--- config.mk ---
export PLATFORM = sky130hd
export DESIGN_NAME = spiflash_reader
export DESIGN_NICKNAME = d
export VERILOG_FILES = /design/src/rtl/spiflash_reader.sv
export SDC_FILE = /design/constraint.sdc
export NUM_CORES = 1
export LEC_CHECK = 0
export CORE_UTILIZATION = 50
export DETAILED_ROUTE_END_ITERATION = 6
export PLACE_DENSITY = 0.86
export SLEW_MARGIN = 5
export SYNTH_ARGS = -nofsm -noshare
export SYNTH_HDL_FRONTEND = slang
export SYNTH_SLANG_ARGS = --single-unit
export TNS_END_PERCENT = 1
--- constraint.sdc ---
create_clock -name clock -period 2.53 [get_ports clock]
set_input_delay 0.3795 -clock clock [delete_from_list [all_inputs] [get_ports clock]]
set_output_delay 0.3795 -clock clock [all_outputs]
set_load 0.02 [all_outputs]
--- src/rtl/spiflash_reader.sv ---
// SPI mode-0, single-bit flash read initiator: one 24-bit address in, one little-endian 32-bit word out.
// Define SPIFLASH_FAST_READ_EN to issue FAST_READ (0x0B) with 8 dummy clocks instead of READ (0x03).
module spiflash_reader #(
  parameter int CLK_DIV  = 2,
  parameter int CSB_IDLE = 2
) (
  input  logic        clock,
  input  logic        resetb,
  input  logic        req_valid,
  output logic        req_ready,
  input  logic [23:0] req_addr,
  output logic        rsp_valid,
  output logic [31:0] rsp_data,
  output logic        busy,
  output logic        flash_csb,
  output logic        flash_clk,
  output logic        flash_io0,
  input  logic        flash_io1
);

`ifdef SPIFLASH_FAST_READ_EN
  localparam logic [7:0] READ_CMD = 8'h0B;
`else
  localparam logic [7:0] READ_CMD = 8'h03;
`endif
  localparam logic [7:0] HALF_LAST = 8'(CLK_DIV - 1);
  localparam logic [3:0] GAP_LAST  = 4'(CSB_IDLE - 1);

  typedef enum logic [2:0] {IDLE, CMD, ADDR, DUMMY, DATA, DONE, GAP} state_t;

  state_t      state_reg, state_next;
  logic [7:0]  half_cnt_reg, half_cnt_next;
  logic [4:0]  bit_cnt_reg, bit_cnt_next;
  logic [3:0]  gap_cnt_reg, gap_cnt_next;
  logic [31:0] tx_sh_reg, tx_sh_next;
  logic [31:0] rx_word_reg, rx_word_next;
  logic        req_ready_reg, req_ready_next;
  logic        busy_reg, busy_next;
  logic        rsp_valid_reg, rsp_valid_next;
  logic [31:0] rsp_data_reg, rsp_data_next;
  logic        csb_reg, csb_next;
  logic        fclk_reg, fclk_next;
  logic        io0_reg, io0_next;

  logic        shifting, half_end, rise, bit_end, phase_done, accept;
  logic [4:0]  phase_last_bit;

  always_comb begin
    shifting = (state_reg == CMD) || (state_reg == ADDR) ||
               (state_reg == DUMMY) || (state_reg == DATA);
    half_end = shifting && (half_cnt_reg == HALF_LAST);
    rise     = half_end && !fclk_reg;
    bit_end  = half_end && fclk_reg;
    accept   = (state_reg == IDLE) && req_valid && req_ready_reg;
    case (state_reg)
      CMD:     phase_last_bit = 5'd7;
      ADDR:    phase_last_bit = 5'd23;
      DUMMY:   phase_last_bit = 5'd7;
      default: phase_last_bit = 5'd31;
    endcase
    phase_done = bit_end && (bit_cnt_reg == phase_last_bit);
  end

  always_comb begin
    state_next     = state_reg;
    half_cnt_next  = half_cnt_reg;
    bit_cnt_next   = bit_cnt_reg;
    gap_cnt_next   = gap_cnt_reg;
    tx_sh_next     = tx_sh_reg;
    rx_word_next   = rx_word_reg;
    req_ready_next = req_ready_reg;
    busy_next      = busy_reg;
    rsp_valid_next = 1'b0;
    rsp_data_next  = rsp_data_reg;
    csb_next       = csb_reg;
    fclk_next      = fclk_reg;
    io0_next       = io0_reg;

    if (shifting) begin
      half_cnt_next = half_end ? 8'd0 : half_cnt_reg + 8'd1;
      if (half_end) fclk_next = !fclk_reg;
    end

    // Bit i of the data phase lands in byte i/8, MSB-first within the byte.
    if (rise && state_reg == DATA)
      rx_word_next[{bit_cnt_reg[4:3], ~bit_cnt_reg[2:0]}] = flash_io1;

    // A bit ends at the falling edge; the next MOSI bit goes out with it.
    if (bit_end) begin
      tx_sh_next   = {tx_sh_reg[30:0], 1'b0};
      io0_next     = tx_sh_reg[30];
      bit_cnt_next = phase_done ? 5'd0 : bit_cnt_reg + 5'd1;
    end

    case (state_reg)
      IDLE: begin
        if (accept) begin
          state_next     = CMD;
          tx_sh_next     = {READ_CMD, req_addr};
          io0_next       = READ_CMD[7];
          csb_next       = 1'b0;
          fclk_next      = 1'b0;
          half_cnt_next  = 8'd0;
          bit_cnt_next   = 5'd0;
          req_ready_next = 1'b0;
          busy_next      = 1'b1;
        end
      end
      CMD: begin
        if (phase_done) state_next = ADDR;
      end
      ADDR: begin
        if (phase_done) begin
`ifdef SPIFLASH_FAST_READ_EN
          state_next = DUMMY;
`else
          state_next = DATA;
`endif
          io0_next = 1'b0;
        end
      end
      DUMMY: begin
        io0_next = 1'b0;
        if (phase_done) state_next = DATA;
      end
      DATA: begin
        io0_next = 1'b0;
        if (phase_done) begin
          state_next     = DONE;
          csb_next       = 1'b1;
          fclk_next      = 1'b0;
          rsp_valid_next = 1'b1;
          rsp_data_next  = rx_word_reg;
        end
      end
      DONE: begin
        state_next   = GAP;
        gap_cnt_next = 4'd0;
      end
      GAP: begin
        if (gap_cnt_reg == GAP_LAST) begin
          state_next     = IDLE;
          req_ready_next = 1'b1;
          busy_next      = 1'b0;
        end else begin
          gap_cnt_next = gap_cnt_reg + 4'd1;
        end
      end
      default: state_next = IDLE;
    endcase
  end

  always_ff @(posedge clock or negedge resetb) begin
    if (!resetb) begin
      state_reg     <= IDLE;
      half_cnt_reg  <= 8'd0;
      bit_cnt_reg   <= 5'd0;
      gap_cnt_reg   <= 4'd0;
      tx_sh_reg     <= 32'd0;
      rx_word_reg   <= 32'd0;
      req_ready_reg <= 1'b1;
      busy_reg      <= 1'b0;
      rsp_valid_reg <= 1'b0;
      rsp_data_reg  <= 32'd0;
      csb_reg       <= 1'b1;
      fclk_reg      <= 1'b0;
      io0_reg       <= 1'b0;
    end else begin
      state_reg     <= state_next;
      half_cnt_reg  <= half_cnt_next;
      bit_cnt_reg   <= bit_cnt_next;
      gap_cnt_reg   <= gap_cnt_next;
      tx_sh_reg     <= tx_sh_next;
      rx_word_reg   <= rx_word_next;
      req_ready_reg <= req_ready_next;
      busy_reg      <= busy_next;
      rsp_valid_reg <= rsp_valid_next;
      rsp_data_reg  <= rsp_data_next;
      csb_reg       <= csb_next;
      fclk_reg      <= fclk_next;
      io0_reg       <= io0_next;
    end
  end

  assign req_ready = req_ready_reg;
  assign busy      = busy_reg;
  assign rsp_valid = rsp_valid_reg;
  assign rsp_data  = rsp_data_reg;
  assign flash_csb = csb_reg;
  assign flash_clk = fclk_reg;
  assign flash_io0 = io0_reg;

endmodule

======== Word-level counts from Yosys, hierarchy flattened ========
Cells that the tools add are included.
word-level totals
  logic and storage cells ................. 100
  register bits after elaboration ......... 122
  bits in read-only memories .............. 0
  bits in writable memories ............... 0
  latch bits .............................. 0
  memories ................................ 0
  input bits .............................. 28
operators by class
  divide/modulo/power cells ............... 0
  $add $sub $neg .......................... 3
  equal/unequal tests ..................... 15
  multiply operators ...................... 0
  multiplexer cells ....................... 42
  order comparisons ....................... 2
  shifts and indexed selects .............. 0
  reduce and logical (&&, ||, !) cells .... 24
  bitwise logic cells ..................... 1
operator list
  cell                 number
  $mux 32              3
  $bwmux 32            1
  $mux 8               4
  $mux 5               4
  $pmux 3 s6           1
  $mux 1               15
  $mux 3               5
  $ne 2x2->1 const B   5
  $pmux 5 s2           1
  $eq 3x3->1 const B   3
  $add 8x1->8 const B  1
  $eq 8x1->1 const B   1
  $logic_and 1x1->1    8
  $pmux 1 s2           4
  $pmux 4 s2           1
  $eq 3x2->1 const B   2
  $lt 5x6->1 const B   1
  $reduce_and 3->1     2
  $reduce_bool 2->1    3
  $reduce_or 2->1      3
  $add 5x1->5 const B  1
  $demux 1 s5          1
  $eq 5x5->1           1
  $ge 5x1->1 const B   1
  12 further kinds     15

======== Depth between registers and ports, before layout ========
Gate-level depths: netlist of run 1.
  word-level depth ........................ 11
  gate-level depth with buffers ........... 11
  mapped depth without buffers ............ 10

======== Worst setup path before layout of run 1 ========
OpenSTA, ideal clock, no wires.
  kind .................................... register to register
  start ................................... reg state_reg[0]
  end ..................................... reg rsp_data_reg[0] (netlist: rsp_data[0])
  required time ........................... 2405 ps
  arrival time ............................ 2570 ps
  setup slack ............................. -165 ps
  library setup time ...................... 125 ps
  period minus slack after synthesis ...... 2695 ps
  cell stages (with the launch flop) ...... 11
  path buffers ............................ 3
  cells stage by stage .................... dfrtp_1 buf_4 o21a_1 or2_4 nor2_1 ha_1 buf_2 nand3_2 nor3_4 buf_6 mux2_2
between the ends
  longest elaborated chain between the ends .. 8
RTL lines
  item                                                                line  source
  start: declaration                                                  31    state_t state_reg, state_next;
  start signal: assignment                                            169   state_reg <= state_next;
  parallel branches: the longest is 7 deep, another holds $pmux 5 s2  n/a
  $reduce_and 2->1 (no source line) *                                 n/a
  end signal: assignment                                              178   rsp_data_reg <= rsp_data_next;
  end: declaration                                                    40    logic [31:0] rsp_data_reg, rsp_data_next;
Mark *: on every way between the ends.
A chain may end at the register's enable or synchronous reset.

======== Worst setup path in the final report of run 1 ========
  start ................................... reg half_cnt_reg[1]
  end ..................................... reg rx_word_reg[27]
between the ends
  longest elaborated chain between the ends .. 4
RTL lines
  item                      line  source
  start: declaration        32    logic [7:0] half_cnt_reg, half_cnt_next;
  start signal: assignment  170   half_cnt_reg <= half_cnt_next;
  $eq 8x1->1                51    half_end = shifting && (half_cnt_reg == HALF_LAST);
  $logic_and 1x1->1         51
  $logic_and 1x1->1         52    rise = half_end && !fclk_reg;
  $logic_and 1x1->1         85    if (rise && state_reg == DATA)
  end signal: assignment    174   rx_word_reg <= rx_word_next;
  end: declaration          36    logic [31:0] rx_word_reg, rx_word_next;
No other way between the ends.

==> out/metrics.cfg, run 1 <==
[power_and_ir_drop]
total_power_w = 0.00641
powerDensity_nw_per_um2 = 910
leakage_nw = 3.00
peakVddDrop_mv = 0.477

[synthesis]
seq_area_frac_synth = 0.551
yosys.area.top_type_share = 0.542
syn_area_um2 = 5500
synth_nets = 507
synthTopCellsByCount = dfrtp_1, nand2_1, mux2_2, mux2i_1, o21ai_0
synth_warnings = 0
yosysUniqueCellTypes = 50
syn-instance-count = 468
synthTopCellsByArea = dfrtp_1, mux2_2, mux2i_1, nand2_1, o21ai_0
ys_seq_elements = 121
synth-edff-count = 0
synth.most_common_cell = dfrtp_1
yosys.area.top_type = dfrtp_1
synthFlopType = dfrtp_1
async_reset_ff_frac = 1.00
synth_area_per_cell_um2 = 11.7

[cells_and_area]
diodes = 0
synthToLayoutAreaGrowth_pct = 28.1
regArea_um2 = 3030
fillerInstances = 722
multi_input_area_um2 = 2330
nets = 583
finalNonFillerCells = 693
drive_gt1_frac = 0.239

[setup_path]
critPathArrivalTime_ns = 2.86
end_kind = flip-flop
path_buf_inv = 1
crit_type = flip-flop to flip-flop
critical-path-slowest-cell = and2_1
slowest_delay_ns = 0.39
critPathMostFrequentCell = ha_1
rr_worst_depth = 10
crit_path_start_kind = flip-flop
cp_top_family = simple AND/OR/NAND/NOR gates
rr_endpoint = rx_word_reg[27]
crit_required_ns = 2.92
path_max_fanout = 8
reg2reg_slack_ns = 0.07
path_cells = inv_1, ha_1, nor4b_4, nand2_2, nor2_4, ha_1, and4bb_2, and2_1, nand2_1, mux2_2
r2r_start = half_cnt_reg[1]

[placement]
hpwl_um = 7320
io_buffers = 65
place_inst = 657
pre_cts_ws_ns = 0.0615
place.gp.congestion = 0.797

[sta]
post-route-period-util = 0.974
maxSlewViolCount = 0
hold_viol_final = 0
setup_violations = 0
period_minus_slack_ns = 2.46
setup_tns_ns = 0
slew_headroom = 0.625
setup_ws_ns = 0.0656
fin_worst_skew_ns = 0.00818
rsz0062_at_grt = yes
tightestPinTransition_ns = 0.556
fmaxAchievable_mhz = 406

[cts]
cts_tree = done
htree_levels = 4
root_buffer = clkbuf_8
clock_latency_ns = 0.52
clk_path_buf_depth = 2
numCtsBuffers = 17
cts.sinks = 121
path_clk_slew_ns = 0.07

[floorplan]
initial_core_util = 0.523
io_pins = 66
placement_rows = 37
core-area_um2 = 10500
die_w_um = 107
dieArea_um2 = 11400
die_h_um = 107

[routing]
first_pass_iters = 4
drt-vias-per-instance = 5.57
finalWirelength_um = 12700
drtAntennaViolNets = 0
drc = 0
drtIter0Drc = 218
vias = 3857
wl_per_cell_um = 18.3

[global_routing]
grt_max_degree = 48
overflow = 0
grt_pass1_vias = 4147
antenna_found_initial = 0
grt_pass1_wl_um = 20800
grtUsageTotal = 0.241

[flow_run]
drv_cap = 0

[worst_hold_path]
hp-class = input pin to asynchronous set/reset pin

[outcome]
outcome = finished, final reports clean

[where the power goes]
part	internal (W)	leakage (nW)	switching, W	total, W
sequential	0.00232	1.51	0.000353	0.00267
clock	0.00166	0.305	0.000913	0.00258
combinational	0.000535	1.18	0.000625	0.00116
[metal layers]
layer / GRT usage / wire (um)
met1: 0.279 / 5060
met2: 0.414 / 6600
met3: 0.0523 / 607
met4: 0.135 / 415
met5: 0 / 0
[timing repair]
item / 4_1_cts / 5_1_grt
hold buffers: 1 / 0
buffers inserted: 3 / 0
pin swaps: 2 / 2
endpoints found under the hold margin: 39 / 0
gates resized for setup: 1 / 4
setup endpoints to repair: 45 / 65
[placed cells by master, fill, tap and decap left out, drive strengths merged, types with 9 or more instances in the layout]
cell type / count
buf: 20
xnor2: 9
nor2: 16
mux2: 64
nand2: 68
nand3: 10
ha: 11
dfrtp: 119
clkbuf: 19
nor3: 10
clkdlybuf4s50: 64
mux2i: 32
inv: 11
o21ai: 32
[logic make-up after synthesis]
logic type                 Yosys count  synth area share
muxes                               96             0.189
xor gates and xnor gates            11            0.0175
AOI/OAI and AO/OA                   54            0.0601
and+or+nand+nor                    138             0.124
adders and majority gates           11            0.0250
DFF                                121             0.551
buffers and inverters               37            0.0328
[worst max path at each step]
stage                                from  slack (ns)  depth (start not counted)              end
final                     half_cnt_reg[1]        0.07                         10  rx_word_reg[27]
after global routing      half_cnt_reg[1]       -0.06                         10     rsp_data[16]
after CTS                 half_cnt_reg[1]        0.04                         10     rsp_data[28]
after detailed placement  half_cnt_reg[1]        0.06                         10     rsp_data[26]
after global placement    half_cnt_reg[1]        0.16                         10     rsp_data[29]
after floorplan              state_reg[0]       0.006                         10      rsp_data[0]
[layout make-up]
class                           count  area share
Sequential cell                   121       0.431
Multi-Input combinational cell    310       0.331
Timing Repair Buffer               85       0.119
Clock buffer                       19      0.0628
Clock inverter                     13      0.0274
Tap cell                          136      0.0242
Inverter                            9     0.00480
[metrics by stage]
stage	hold slack, ns	utilization	cell area [um^2]
final	0.400	0.670	7040
after global routing	0.438	0.670	7040
after CTS	0.393	0.668	7020
after detailed placement	0.414	0.604	6350
after global placement	0.408	0.604	6350
after floorplan	0.0839	-	5520
(Power assumes the default switching activity.)
==> run 2: changes to the inputs <==
--- a/config.mk
+++ b/config.mk
@@ -5,9 +5,10 @@
 export SDC_FILE = /design/constraint.sdc
 export NUM_CORES = 1
 export LEC_CHECK = 0
-export CORE_UTILIZATION = 50
+export CORE_UTILIZATION = 57
 export DETAILED_ROUTE_END_ITERATION = 6
-export PLACE_DENSITY = 0.86
+export DONT_BUFFER_PORTS = 1
+export PLACE_DENSITY = 0.85
 export SLEW_MARGIN = 5
 export SYNTH_ARGS = -nofsm -noshare
 export SYNTH_HDL_FRONTEND = slang
==> out/metrics.cfg, run 2 (synthesis results as in run 1) <==
[outcome]
outcome = complete, but fails checks
violations = negative hold slack

[floorplan]
io_pins = 66  ; unchanged
die_w_um = 100  ; -6.2%
placement_rows = 35  ; -5.4%
initial_core_util = 0.592  ; +0.0690
core-area_um2 = 9280  ; -12%
dieArea_um2 = 10000  ; -12%
die_h_um = 100  ; -6.2%

[sta]
post-route-period-util = 0.970  ; -0.00364
fin_worst_skew_ns = 0.0115  ; +0.00337 ns
tightestPinTransition_ns = 0.655  ; +0.0990 ns
period_minus_slack_ns = 2.46  ; -0.00920 ns
slew_headroom = 0.559  ; -0.0667
maxSlewViolCount = 0  ; unchanged
whs_ns = -0.431  ; -0.830 ns
setup_violations = 0  ; unchanged
fmaxAchievable_mhz = 407  ; +0.37%
hold_viol_final = 121  ; +121

[power_and_ir_drop]
total_power_w = 0.00597  ; -6.8%
powerDensity_nw_per_um2 = 917  ; +0.70%
leakage_nw = 2.79  ; -7.0%
peakVddDrop_mv = 0.476  ; -0.35%

[cts]
clock_latency_ns = 0.51  ; about the same
cts.sinks = 121  ; unchanged
clk_path_buf_depth = 2  ; unchanged
path_clk_slew_ns = 0.06  ; about the same
htree_levels = 4  ; unchanged
cts_tree = done
numCtsBuffers = 17  ; unchanged
root_buffer = clkbuf_8
cts_hold_buf = 23  ; +22

[routing]
finalWirelength_um = 11900  ; -5.9%
wl_met3_um = 578  ; -4.8%
vias = 3700  ; -4.1%
drt-vias-per-instance = 5.80  ; +4.2%
top_layer = met4
drc = 0  ; unchanged
route.met2.wl_um = 6120  ; -7.3%
wl_per_cell_um = 18.7  ; +2.2%
drtAntennaViolNets = 0  ; unchanged
drtIter0Drc = 234  ; +7.3%
drt-met1-wl_um = 4890  ; -3.4%
first_pass_iters = 4  ; unchanged

[cells_and_area]
drive_gt1_frac = 0.248  ; +0.00877
finalNonFillerCells = 638  ; -7.9%
layout_common_cells = dfrtp_1, nand2_1, mux2_2
nets = 536  ; -8.1%
fillerInstances = 588  ; -19%
diodes = 0  ; unchanged
synthToLayoutAreaGrowth_pct = 18.5
layout_commonest_cell = dfrtp_1

[placement]
hpwl_um = 6740  ; -7.9%
place.gp.congestion = 0.813  ; +1.9%
io_buffers = 0  ; -100%
place_inst = 579  ; -12%

[setup_path]
slowest_delay_ns = 0.38  ; about the same
r2r_start = half_cnt_reg[1]
crit_path_start_kind = flip-flop
rr_endpoint = rsp_data[6]
crit_type = flip-flop to flip-flop
cp_top_family = simple AND/OR/NAND/NOR gates
path_max_fanout = 17  ; +9
rr_worst_depth = 11  ; +1
path_cells = inv_1, ha_1, nor4b_4, nand2_2, nor2_4, ha_2, nand3_4, nor3_4, buf_12, buf_12, mux2_2
critPathMostFrequentCell = buf_12
reg2reg_slack_ns = 0.07  ; about the same
end_kind = flip-flop
path_buf_inv = 3  ; +2
crit_required_ns = 2.92  ; about the same
critPathArrivalTime_ns = 2.84  ; -0.02 ns
critical-path-slowest-cell = dfrtp_1

[global_routing]
overflow = 0  ; unchanged
grt_pass1_vias = 3818  ; -7.9%
grt_max_degree = 122  ; +150%
grtUsageTotal = 0.248  ; +0.00696
grt_pass1_wl_um = 18900  ; -9.0%
antenna_found_initial = 0  ; unchanged

[flow_run]
drv_cap = 0  ; unchanged

[worst_hold_path]
hp-class = input pin to asynchronous set/reset pin

-- run 2: layout make-up --
cell class	instances	area [um^2]	area share
clock buffers	19	422	0.0648
multi-input cells	310	2330	0.359
inverters	9	33.8	0.00519
clock inverters	12	126	0.0194
repair buffers	38	402	0.0617
well taps	129	161	0.0248
flip-flops and latches	121	3030	0.466
-- run 2: worst max path at each step --
| stage | start | to | cells past startpoint |
|---|---|---|---|
| 6_report | half_cnt_reg[1] | rsp_data[6] | 11 |
| 5_1_grt | half_cnt_reg[1] | rsp_data[6] | 11 |
| 4_1_cts | half_cnt_reg[1] | rsp_data[28] | 10 |
| 3_5_place_dp | half_cnt_reg[1] | rsp_data[3] | 10 |
| 3_3_place_gp | half_cnt_reg[1] | rsp_data[3] | 10 |
| 2_1_floorplan | state_reg[0] | rsp_data[0] | 10 |
-- run 2: through the flow --
stage          utilization  TNS [ns]  cell area [um^2]  worst slack, ns
5_1_grt              0.701    -0.107              6510          -0.0217
2_1_floorplan            -         0              5520          0.00644
4_1_cts              0.691         0              6410          0.00821
3_3_place_gp         0.607         0              5630            0.174
3_5_place_dp         0.607         0              5630           0.0223
6_report             0.701         0              6510           0.0748
-- run 2: where the power goes --
| group | switching [W] | internal (W) |
|---|---|---|
| clock | 0.000845 | 0.00139 |
| combinational | 0.000551 | 0.000499 |
| sequential | 0.000368 | 0.00232 |
| total | 0.00176 | 0.00420 |
-- run 2: per-layer routing --
layer / GRT usage / vias to the layer above
li1: - / 1677
met1: 0.299 / 1884
met2: 0.411 / 109
met3: 0.0634 / 30
met4: 0.130 / 0
met5: 0 / -
-- run 2: repair_timing --
action,4_1_cts,5_1_grt
gates resized for setup,0,7
endpoints found under the setup margin,0,66
buffers inserted,0,3
hold endpoints to repair,145,121
==> run 3: changes to the inputs <==
--- a/config.mk
+++ b/config.mk
@@ -5,11 +5,11 @@
 export SDC_FILE = /design/constraint.sdc
 export NUM_CORES = 1
 export LEC_CHECK = 0
+export CORE_ASPECT_RATIO = 1.2
 export CORE_UTILIZATION = 57
 export DETAILED_ROUTE_END_ITERATION = 6
 export DONT_BUFFER_PORTS = 1
 export PLACE_DENSITY = 0.85
-export SLEW_MARGIN = 5
 export SYNTH_ARGS = -nofsm -noshare
 export SYNTH_HDL_FRONTEND = slang
 export SYNTH_SLANG_ARGS = --single-unit
==> out/metrics.cfg, run 3 (synthesis results as in run 1) <==
[outcome]
outcome = complete, but fails checks
violations = negative hold slack

[cts]
clk_path_buf_depth = 2  ; unchanged
htree_levels = 4  ; unchanged
root_buffer = clkbuf_8
cts_tree = done
cts.sinks = 121  ; unchanged
path_clk_slew_ns = 0.06  ; about the same
numCtsBuffers = 17  ; unchanged
clock_latency_ns = 0.52  ; about the same

[flow_run]
drv_cap = 0  ; unchanged

[global_routing]
antenna_found_initial = 0  ; unchanged
grt_pass1_vias = 3775  ; -1.1%
grtUsageTotal = 0.243  ; -0.00433
grt_pass1_wl_um = 18500  ; -2.1%
overflow = 0  ; unchanged
grt_max_degree = 122  ; unchanged

[setup_path]
crit_path_start_kind = flip-flop
critical-path-slowest-cell = dfrtp_1
reg2reg_slack_ns = 0.09  ; +0.02 ns
crit_type = flip-flop to flip-flop
end_kind = flip-flop
crit_required_ns = 2.93  ; about the same
path_cells = buf_4, nor3_1, or2_4, nor2_4, ha_1, and4bb_2, and2_1, nand2_1, mux2_2
path_buf_inv = 1  ; -2
cp_top_family = simple AND/OR/NAND/NOR gates
r2r_start = state_reg[1]
rr_worst_depth = 9  ; -2
slowest_delay_ns = 0.39  ; about the same
path_max_fanout = 13  ; -4
critPathArrivalTime_ns = 2.84  ; about the same
rr_endpoint = rx_word_reg[14]

[cells_and_area]
final_util = 0.709  ; +0.00769
nets = 539  ; +0.56%
synthToLayoutAreaGrowth_pct = 19.0
stdcell_area_um2 = 6540  ; +0.44%
diodes = 0  ; unchanged
layout_commonest_cell = dfrtp_1
drive_gt1_frac = 0.248  ; about the same
layout_common_cells = dfrtp_1, nand2_1, mux2_2

[sta]
slew_headroom = 0.491  ; -0.0675
period_minus_slack_ns = 2.44  ; -0.0177 ns
tightestPinTransition_ns = 0.761  ; +0.106 ns
maxSlewViolCount = 0  ; unchanged
whs_ns = -0.448  ; -0.0175 ns
hold_viol_final = 121  ; unchanged
post-route-period-util = 0.963  ; -0.00700
setup_violations = 0  ; unchanged
fmaxAchievable_mhz = 410  ; +0.73%
fin_worst_skew_ns = 0.0136  ; +0.00209 ns

[power_and_ir_drop]
peakVddDrop_mv = 0.587  ; +23%
powerDensity_nw_per_um2 = 931  ; +1.5%
leakage_nw = 2.83  ; +1.3%

[placement]
io_buffers = 0  ; unchanged
hpwl_um = 6660  ; -1.2%
place.gp.congestion = 0.812  ; about the same
place_area_um2 = 5610  ; -0.42%

[routing]
first_pass_iters = 4  ; unchanged
drc = 0  ; unchanged
drt-vias-per-instance = 5.80  ; about the same
wl_per_cell_um = 18.7  ; -0.16%
drtAntennaViolNets = 0  ; unchanged
finalWirelength_um = 11800  ; -0.94%
vias = 3673  ; -0.73%
drtIter0Drc = 194  ; -17%

[floorplan]
io_pins = 66  ; unchanged
initial_core_util = 0.596  ; +0.00385
dieArea_um2 = 10000  ; about the same
die_w_um = 91.6  ; -8.5%
die_h_um = 110  ; +9.4%
placement_rows = 38  ; +8.6%
core-area_um2 = 9220  ; -0.65%

[worst_hold_path]
hp-class = input pin to asynchronous set/reset pin

[run 3: metal layers]
layer / GRT usage / wire length, um
met5: 0 / 0
met4: 0.0805 / 125
met3: 0.0837 / 722
met2: 0.426 / 6210
met1: 0.281 / 4770
[run 3: how the worst max path moves through the flow]
stage / startpoint / to / slack [ns] / depth (start not counted)
after global routing: half_cnt_reg[1] / rsp_data[25] / -0.04 / 11
final: state_reg[1] / rx_word_reg[14] / 0.09 / 9
after global placement: half_cnt_reg[1] / rsp_data[18] / 0.17 / 10
after detailed placement: half_cnt_reg[1] / rsp_data[21] / 0.07 / 10
after floorplan: state_reg[0] / rsp_data[0] / 0.006 / 10
after CTS: half_cnt_reg[1] / rsp_data[25] / 0.06 / 10
[run 3: final cells by class]
cell class	count	area [um^2]
multi-input combinational	310	2320
clock buffer	18	428
sequential	121	3030
tap	120	150
inverter	9	33.8
fill	615	2690
clock inverter	14	171
timing repair buffer	41	407
[run 3: through the flow]
step                      worst slack, ns  total power (W)  cells  TNS [ns]
after detailed placement           0.0650          0.00362    570         0
after global placement              0.170          0.00353    570         0
after CTS                          0.0569          0.00608    627         0
final                              0.0925          0.00609    633         0
after floorplan                   0.00644          0.00336    468         0
after global routing              -0.0407          0.00639    633    -0.904
[run 3: power by group]
part	internal [W]	leakage, nW	switching, W
clock	0.00153	0.288	0.000880
combinational	0.000484	1.03	0.000512
sequential	0.00232	1.51	0.000362
total	0.00433	2.83	0.00175
[run 3: timing repair]
| action | 4_1_cts | 5_1_grt |
|---|---|---|
| setup endpoints to repair | 0 | 49 |
| resized for setup | 0 | 3 |
| hold buffers | 25 | 1 |
| hold endpoints to repair | 166 | 123 |
| buffers inserted | 0 | 3 |
[run 3: worst reg2reg max path, cell delays in order (launching register included)]
cell and delay [ns]:
dfrtp_1 0.39, buf_4 0.19, nor3_1 0.28, or2_4 0.21
nor2_4 0.05, ha_1 0.17, and4bb_2 0.25, and2_1 0.29
nand2_1 0.14, mux2_2 0.35
